`src/rtl/instr_fetch_buffer_if.sv`:
```
// Fetch front-end bundle: instruction-memory request/response, execute redirect and decode output.
// master = fetch buffer side, slave = memory/execute/decode side.
interface instr_fetch_buffer_if;
    logic        imem_req_valid;
    logic        imem_req_ready;
    logic [31:0] imem_addr;
    logic        imem_rsp_valid;
    logic [31:0] imem_rsp_data;
    logic        redirect;
    logic [31:0] redirect_pc;
    logic        instr_valid;
    logic        instr_ready;
    logic [31:0] Instr;
    logic [31:0] instr_pc;
    logic        misalign_err;

    modport master (
        output imem_req_valid, imem_addr, instr_valid, Instr, instr_pc, misalign_err,
        input  imem_req_ready, imem_rsp_valid, imem_rsp_data, redirect, redirect_pc, instr_ready
    );

    modport slave (
        input  imem_req_valid, imem_addr, instr_valid, Instr, instr_pc, misalign_err,
        output imem_req_ready, imem_rsp_valid, imem_rsp_data, redirect, redirect_pc, instr_ready
    );
endinterface

```
`src/rtl/instr_fetch_buffer.sv`:
```
// Sequential instruction fetch with a DEPTH-entry in-order response FIFO and redirect flush/drain.
// Response to instr_valid is one cycle; issue throttles on outstanding+buffered, decode stalls via instr_ready.
module instr_fetch_buffer #(
    parameter int          DEPTH    = 4,
    parameter logic [31:0] RESET_PC = 32'h0000_0000
) (
    input  logic                  clk,
    input  logic                  rst_n,
    instr_fetch_buffer_if.master  bus
);
    localparam int             AW      = $clog2(DEPTH);
    localparam int             CW      = AW + 1;
    localparam logic [CW:0]    DEPTH_W = (CW+1)'(DEPTH);
    localparam logic [CW-1:0]  DEPTH_C = CW'(DEPTH);

    typedef enum logic {FETCH, DRAIN} state_t;

    state_t         state, state_nxt;
    logic [31:0]    pc;
    logic [31:0]    rsp_pc;
    logic [31:0]    redirect_target;
    logic [CW-1:0]  outstanding;
    logic [CW-1:0]  outstanding_nxt;
    logic [CW-1:0]  drop;
    logic [CW-1:0]  fifo_count;
    logic [AW-1:0]  wr_ptr;
    logic [AW-1:0]  rd_ptr;
    logic [31:0]    fifo_dat [DEPTH];
    logic [31:0]    fifo_pc  [DEPTH];
    logic           misalign_q;
    logic           issue_ok;
    logic           req_fire;
    logic           push;
    logic           pop;
    logic           drop_rsp;

    assign redirect_target = {bus.redirect_pc[31:2], 2'b00};
    assign issue_ok  = ({1'b0, outstanding} + {1'b0, fifo_count}) < DEPTH_W;
    assign req_fire  = bus.imem_req_valid && bus.imem_req_ready;
    // A redirect kills everything in its cycle: the request, the arriving response and the pop.
    assign push      = bus.imem_rsp_valid && (drop == '0) && !bus.redirect;
    assign drop_rsp  = bus.imem_rsp_valid && (drop != '0) && !bus.redirect;
    assign pop       = bus.instr_valid && bus.instr_ready && !bus.redirect;
    assign outstanding_nxt = outstanding + CW'(req_fire) - CW'(bus.imem_rsp_valid);

    always_ff @(posedge clk or negedge rst_n) begin
        if (!rst_n) begin
            state <= FETCH;
        end else begin
            state <= state_nxt;
        end
    end

    always_comb begin
        state_nxt = state;
        if (bus.redirect) begin
            state_nxt = (outstanding_nxt != '0) ? DRAIN : FETCH;
        end else begin
            case (state)
                FETCH:   state_nxt = FETCH;
                DRAIN:   if (drop == '0) state_nxt = FETCH;
                default: state_nxt = FETCH;
            endcase
        end
    end

    always_comb begin
        bus.imem_req_valid = 1'b0;
        bus.imem_addr      = pc;
        if (rst_n && (state == FETCH) && issue_ok && !bus.redirect) begin
            bus.imem_req_valid = 1'b1;
        end
    end

    always_ff @(posedge clk or negedge rst_n) begin
        if (!rst_n) begin
            pc          <= RESET_PC;
            rsp_pc      <= RESET_PC;
            outstanding <= '0;
            drop        <= '0;
            misalign_q  <= 1'b0;
        end else begin
            misalign_q  <= bus.redirect && (bus.redirect_pc[1:0] != 2'b00);
            outstanding <= outstanding_nxt;
            if (bus.redirect) begin
                pc     <= redirect_target;
                rsp_pc <= redirect_target;
                drop   <= outstanding_nxt;
            end else begin
                if (req_fire) pc <= pc + 32'd4;
                if (push)     rsp_pc <= rsp_pc + 32'd4;
                if (drop_rsp) drop <= drop - CW'(1);
            end
        end
    end

    // Response FIFO; the head is read straight from registered storage.
    always_ff @(posedge clk or negedge rst_n) begin
        if (!rst_n) begin
            for (int i = 0; i < DEPTH; i++) begin
                fifo_dat[i] <= '0;
                fifo_pc[i]  <= '0;
            end
            wr_ptr     <= '0;
            rd_ptr     <= '0;
            fifo_count <= '0;
        end else if (bus.redirect) begin
            wr_ptr     <= '0;
            rd_ptr     <= '0;
            fifo_count <= '0;
        end else begin
            if (push) begin
                fifo_dat[wr_ptr] <= bus.imem_rsp_data;
                fifo_pc[wr_ptr]  <= rsp_pc;
                wr_ptr           <= wr_ptr + AW'(1);
            end
            if (pop) rd_ptr <= rd_ptr + AW'(1);
            fifo_count <= fifo_count + CW'(push) - CW'(pop);
        end
    end

    assign bus.instr_valid  = (fifo_count != '0);
    assign bus.Instr        = fifo_dat[rd_ptr];
    assign bus.instr_pc     = fifo_pc[rd_ptr];
    assign bus.misalign_err = misalign_q;

    a_no_overflow: assert property (@(posedge clk) disable iff (!rst_n)
        !(push && !pop && (fifo_count == DEPTH_C)));
    a_rsp_has_req: assert property (@(posedge clk) disable iff (!rst_n)
        !(bus.imem_rsp_valid && (outstanding == '0)));
endmodule
```
`src/flat_wrapper.sv`:
```
// flat-port wrapper written by rule: the top's interface ports become plain ports
module instr_fetch_buffer_flat 
#(
    parameter int          DEPTH    = 4,
    parameter logic [31:0] RESET_PC = 32'h0000_0000
)
  (clk, rst_n, bus_imem_req_valid, bus_imem_addr, bus_instr_valid, bus_Instr, bus_instr_pc, bus_misalign_err, bus_imem_req_ready, bus_imem_rsp_valid, bus_imem_rsp_data, bus_redirect, bus_redirect_pc, bus_instr_ready);
  instr_fetch_buffer_if bus_i ();
  input  logic clk;
  input  logic rst_n;
  output wire logic [$bits(bus_i.imem_req_valid)-1:0] bus_imem_req_valid;
  output wire logic [$bits(bus_i.imem_addr)-1:0] bus_imem_addr;
  output wire logic [$bits(bus_i.instr_valid)-1:0] bus_instr_valid;
  output wire logic [$bits(bus_i.Instr)-1:0] bus_Instr;
  output wire logic [$bits(bus_i.instr_pc)-1:0] bus_instr_pc;
  output wire logic [$bits(bus_i.misalign_err)-1:0] bus_misalign_err;
  input wire logic [$bits(bus_i.imem_req_ready)-1:0] bus_imem_req_ready;
  input wire logic [$bits(bus_i.imem_rsp_valid)-1:0] bus_imem_rsp_valid;
  input wire logic [$bits(bus_i.imem_rsp_data)-1:0] bus_imem_rsp_data;
  input wire logic [$bits(bus_i.redirect)-1:0] bus_redirect;
  input wire logic [$bits(bus_i.redirect_pc)-1:0] bus_redirect_pc;
  input wire logic [$bits(bus_i.instr_ready)-1:0] bus_instr_ready;
  assign bus_imem_req_valid = bus_i.imem_req_valid;
  assign bus_imem_addr = bus_i.imem_addr;
  assign bus_instr_valid = bus_i.instr_valid;
  assign bus_Instr = bus_i.Instr;
  assign bus_instr_pc = bus_i.instr_pc;
  assign bus_misalign_err = bus_i.misalign_err;
  assign bus_i.imem_req_ready = bus_imem_req_ready;
  assign bus_i.imem_rsp_valid = bus_imem_rsp_valid;
  assign bus_i.imem_rsp_data = bus_imem_rsp_data;
  assign bus_i.redirect = bus_redirect;
  assign bus_i.redirect_pc = bus_redirect_pc;
  assign bus_i.instr_ready = bus_instr_ready;
  instr_fetch_buffer #(.DEPTH(DEPTH), .RESET_PC(RESET_PC)) u_core (.clk(clk), .rst_n(rst_n), .bus(bus_i));
endmodule
```
`config.mk`:
```
export PLATFORM = sky130hd
export DESIGN_NAME = instr_fetch_buffer_flat
export DESIGN_NICKNAME = d
export VERILOG_FILES = /design/src/rtl/instr_fetch_buffer_if.sv /design/src/rtl/instr_fetch_buffer.sv /design/src/flat_wrapper.sv
export SDC_FILE = /design/constraint.sdc
export NUM_CORES = 1
export LEC_CHECK = 0
export CAP_MARGIN = 15
export CELL_PAD_IN_SITES_DETAIL_PLACEMENT = 0
export CELL_PAD_IN_SITES_GLOBAL_PLACEMENT = 2
export CORE_MARGIN = 2
export CORE_UTILIZATION = 40
export CTS_CLUSTER_DIAMETER = 50
export DETAILED_ROUTE_END_ITERATION = 8
export GPL_TIMING_DRIVEN = 0
export PLACE_DENSITY_LB_ADDON = 0.08
export SKIP_CTS_REPAIR_TIMING = 1
export SYNTH_ARGS = -nofsm -noshare
export SYNTH_HDL_FRONTEND = slang
export SYNTH_SLANG_ARGS = --single-unit
```
`constraint.sdc`:
```
create_clock -name clk -period 5.7 [get_ports clk]
set_input_delay 1.14 -clock clk [delete_from_list [all_inputs] [get_ports clk]]
set_output_delay 1.14 -clock clk [all_outputs]
set_load 0.02 [all_outputs]
```
# Word-level counts from Yosys, hierarchy flattened
# Cells that the tools add are included.
# op_classes
addsub	10
n_lt_le_gt_ge	4
n_mux	26
bitwise	4
reduce_logical	23
# op_table
cell	count
two-way mux 32 bit	9
bitwise mux 128 bit	2
binary-select mux 32 bit (select 2 bit)	2
adder 32 x 3 -> 32 bit, second input constant	2
demux 32 bit (select 2 bit)	1
logical AND 1 bit	12
nonzero test 2 bit	5
two-way mux 3 bit	3
nonzero test 3 bit	3
two-way mux 2 bit	4
adder 3 x 1 -> 3 bit	2
>= comparator 3 bit, second input constant	2
inverter 2 -> 3 bit	2
subtractor 3 x 1 -> 3 bit	2
adder 2 x 1 -> 2 bit, second input constant	2
adder 3 x 3 -> 4 bit	1
less-than comparator 4 x 3 -> 1 bit, second input constant	1
two-way mux 1 bit	4
logical NOT 3 bit	1
less-than comparator 3 x 1 -> 1 bit, second input constant	1
subtractor 3 x 1 -> 3 bit, second input constant	1
inverter 1 bit	2
case mux 1 bit (2 select lines)	1
AND reduction 2 bit	1
logical NOT 1 bit	1
# totals
regBits	335
output_inout_bits	99
word_cells	84

# Depth between registers and ports, before layout
# logic_depth
ltp_word	11
depth_mapped	11
mapped_depth_nobuf	10

# Worst setup path after synthesis
# No wires, ideal clock.
# synth_path
path_type	in2reg
start	input bus_redirect
end	register u_core.fifo_count[2]
arrival_time_ns	3.075
required_time_ns	5.568
path_slack_ns	2.493
path_stages	11
n_path_buf	3
cell_sequence	clkbuf_1 -> clkbuf_1 -> buf_1 -> nor2_1 -> ha_1 -> inv_1 -> ha_1 -> inv_1 -> fa_1 -> xnor2_1 -> nor2_1
# synth_via
elab_chain_cells	5
elab_cells_between_ends	6
# synth_rtl
element	line	source
start, declared	flat_wrapper.sv:20	input wire logic [$bits(bus_i.redirect)-1:0] bus_redirect;
logical NOT 1 bit	instr_fetch_buffer.sv:41, instr_fetch_buffer.sv:43	
logical AND 1 bit	instr_fetch_buffer.sv:41	assign push = bus.imem_rsp_valid && (drop == '0) && !bus.redirect;
adder 3 x 1 -> 3 bit	instr_fetch_buffer.sv:118	fifo_count <= fifo_count + CW'(push) - CW'(pop);
subtractor 3 x 1 -> 3 bit	instr_fetch_buffer.sv:118	
two-way mux 3 bit *	instr_fetch_buffer.sv:107	end else if (bus.redirect) begin
end signal, assigned	instr_fetch_buffer.sv:118	
end, declared	instr_fetch_buffer.sv:25	logic [CW-1:0] fifo_count;
# Mark *: on every way between the ends. The rest lies on a longest branch, timed or not.
# A chain may end at the register's enable or synchronous reset.

# Worst setup path in the final report
# Same ends and word-level chain as after synthesis.

==> run metrics <==
outcome=completed; WHS Endpoint=u_core.fifo_pc[110]; pwr/cell area=451.3 nW/um^2; core area=36790 sq um; Peak VDD IR=0.2243 mV; Least-Margin Pin Slew=830.7 ps; HP Class=reg2reg; top-area cell type share of the netlist area=0.5384; Congestion Overflow GR=0; deepest clock path buffer count=3; vias in the first global route=10506; number of DRC markers in iteration 0=356; Final Util=0.5093; Chip Height=197.7 um; DP Wirelength=26.71 mm; routed vias/inst=5.381; cell depth of the worst setup path=12; CP Launch Type=input port; 1st-pass router iterations=5; Final Hold Fails=0; EDFF count, synth=0; antenna-violating nets left=0; GRT Resource Usage Total=0.2050; R2R cell count=9; hold depth=2; post-route DRC violation count=0; cell type with the largest total area after synthesis=dfrtp_1; GPL Wtd Cong=0.8041; Netlist Area Pre-Place=15010 sq um; final worst path period need=4538 ps; fin worst setup slack=1162 ps; kind of critical path=in2reg; DR WL/cell=20.95 um; Final Cycle Share=0.7962; CTS tree=done; distinct cell type count after synthesis=51; element type at the critical path end=register; area of the multi-input gates=6487 sq um; skew final=9.955 ps; CP Max Fanout=10; Die Area=39100 sq um; total design power=0.008454 W; CP required=6090 ps; critical path's top delay family=buffers and inverters; port bufs=164; top cells by area, synth=dfrtp_1 54%, mux2_2 18%, mux4_2 9.3%; Hold Crit Start=u_core.fifo_pc[110]; Synth Instances=1118; Syn. warnings=0; fraction of layout cells with a size suffix above 1=0.3115; syn avg cell area=13.43 sq um; Fill cells=3266; R2R Setup Slk=2340 ps; largest net degree at the start of global routing=102; Setup TNS=0 ps; antenna cell count=0; CP Cell Sequence=clkdlybuf4s50_1 > clkbuf_1 > clkbuf_1 > buf_1 > nor2_1 > ha_1 > inv_1 > ha_1 > inv_1 > fa_1 > xnor2_1 > nor2_1; worst relative slew slack=0.4462; Storage cell area=8083 sq um; io pins=169; Peak Freq=0.2203 GHz; RR Endpoint=u_core.state; fin cells=1829; P_leak=8.366 nW; worst path bufs/invs=6; Area growth, synth to finish=24.78%; clock sinks=323; CTS root buffer=clkbuf_16; first-pass GRT wire length=61.54 mm; CP max stage delay=690 ps; Worst R2R Start=u_core.fifo_count[2]; Crit path arrival time=4930 ps; register bit count reported by yosys=323; cts bufs inserted=42; pre-CTS setup slack=574.9 ps; Max Cap Violations=0; register area share after synthesis=0.5384; nets@finish=1418; Initial Util=0.4081; Critical Path Slowest Stage Cell=clkdlybuf4s50_1; worst skew pair latency=530 ps; most common cell in the netlist=dfrtp_1; prevailing post-synth register cell=dfrtp_1; H-Tree Depth=2; Routed WL=38.32 mm; Chip Width=197.7 um; Slew Viols, Final=0; via count=9841; Synth top cells by count=323 x dfrtp_1, 237 x mux2_2, 83 x nand2_1; ys async rst share=1.000; initial antenna violation count=0; site row count=70; unrepaired setup endpoints after global routing=false; Clock Pin Slew Worst Setup and Hold Paths=60 ps; dpl cells=1756; final count of negative-setup-slack endpoints=0
[power by group]
| part | internal [W] | switching (W) | total [W] | leakage, nW |
|---|---|---|---|---|
| registers | 0.00275 | 0.000281 | 0.00303 | 4.25 |
| clock network | 0.00163 | 0.00102 | 0.00265 | 0.681 |
| logic | 0.00147 | 0.00130 | 0.00277 | 3.43 |
| total | 0.00585 | 0.00260 | 0.00845 | 8.37 |
[worst max path at each step]
stage / startpoint / to
floorplan: bus_redirect / u_core.fifo_count[2]
global placement: rst_n / u_core.bus.misalign_err
detailed placement: bus_redirect / u_core.fifo_count[2]
CTS: bus_redirect / u_core.fifo_count[2]
global route: bus_redirect / u_core.fifo_count[2]
finish: bus_redirect / u_core.fifo_count[2]
[stage by stage]
stage | hold slack, ps | instance area, sq um
final | 473.4 | 18730
after global routing | 505.7 | 18730
after CTS | 482.4 | 18730
after detailed placement | 469.0 | 17340
after global placement | 461.2 | 17250
after floorplan | 444.6 | 15020
[final cells by class]
class | count | share of cell area
Sequential cell | 323 | 0.4315
Clock inverter | 15 | 0.009685
Tap cell | 468 | 0.03126
Timing Repair Buffer | 167 | 0.09231
Multi-Input combinational cell | 695 | 0.3463
Inverter | 24 | 0.004809
Buffer | 79 | 0.01944
Clock buffer | 58 | 0.06472
[worst reg2reg max path: cells and delay by family, from the launching register on]
kind / cells / cell delay (ps)
adder cells (fa/ha/maj): 3 / 1010
AND/OR/NAND/NOR: 2 / 810
buffers and inverters: 2 / 610
flip-flops: 1 / 410
AO/OA/AOI/OAI: 2 / 380
[cells by family after synthesis]
group	after synthesis	synth area share
adder cells (fa/ha/maj)	16	0.01433
multiplexers	299	0.2708
AND/OR/NAND/NOR	223	0.07651
XOR/XNOR	38	0.02217
buffers and inverters	103	0.03025
AO/OA/AOI/OAI	115	0.04734
other	1	0.0002498
flip-flops	323	0.5384
[cell usage in the layout, fill, tap and decap left out, drive strengths merged, types with 33 or more instances in the layout]
cell	instances
mux2	237
clkbuf	95
nand2	83
o21ai	63
mux4	62
dfrtp	323
nor2	33
buf	46
clkdlybuf4s50	163
nand3	37
[per-layer routing]
metal  track usage  wire length [um]  vias to the layer above
li1              -                 -                     4521
met1        0.2858             17590                     5048
met2        0.3376             18290                      216
met3       0.03168              1671                       56
met4       0.05040               777                        0
met5             0                 0                        -
[state kept, by name, indices dropped and copies added (netlist names)]
name and cells:
u_core.rsp_pc 30, u_core.bus.imem_addr 30, u_core.state 1, u_core.rd_ptr 2, u_core.fifo_pc 120, u_core.fifo_dat 128
u_core.fifo_count 3, u_core.bus.misalign_err 1, u_core.outstanding 3, u_core.drop 3, u_core.wr_ptr 2
No activity file was read; power rests on OpenSTA's default activity.
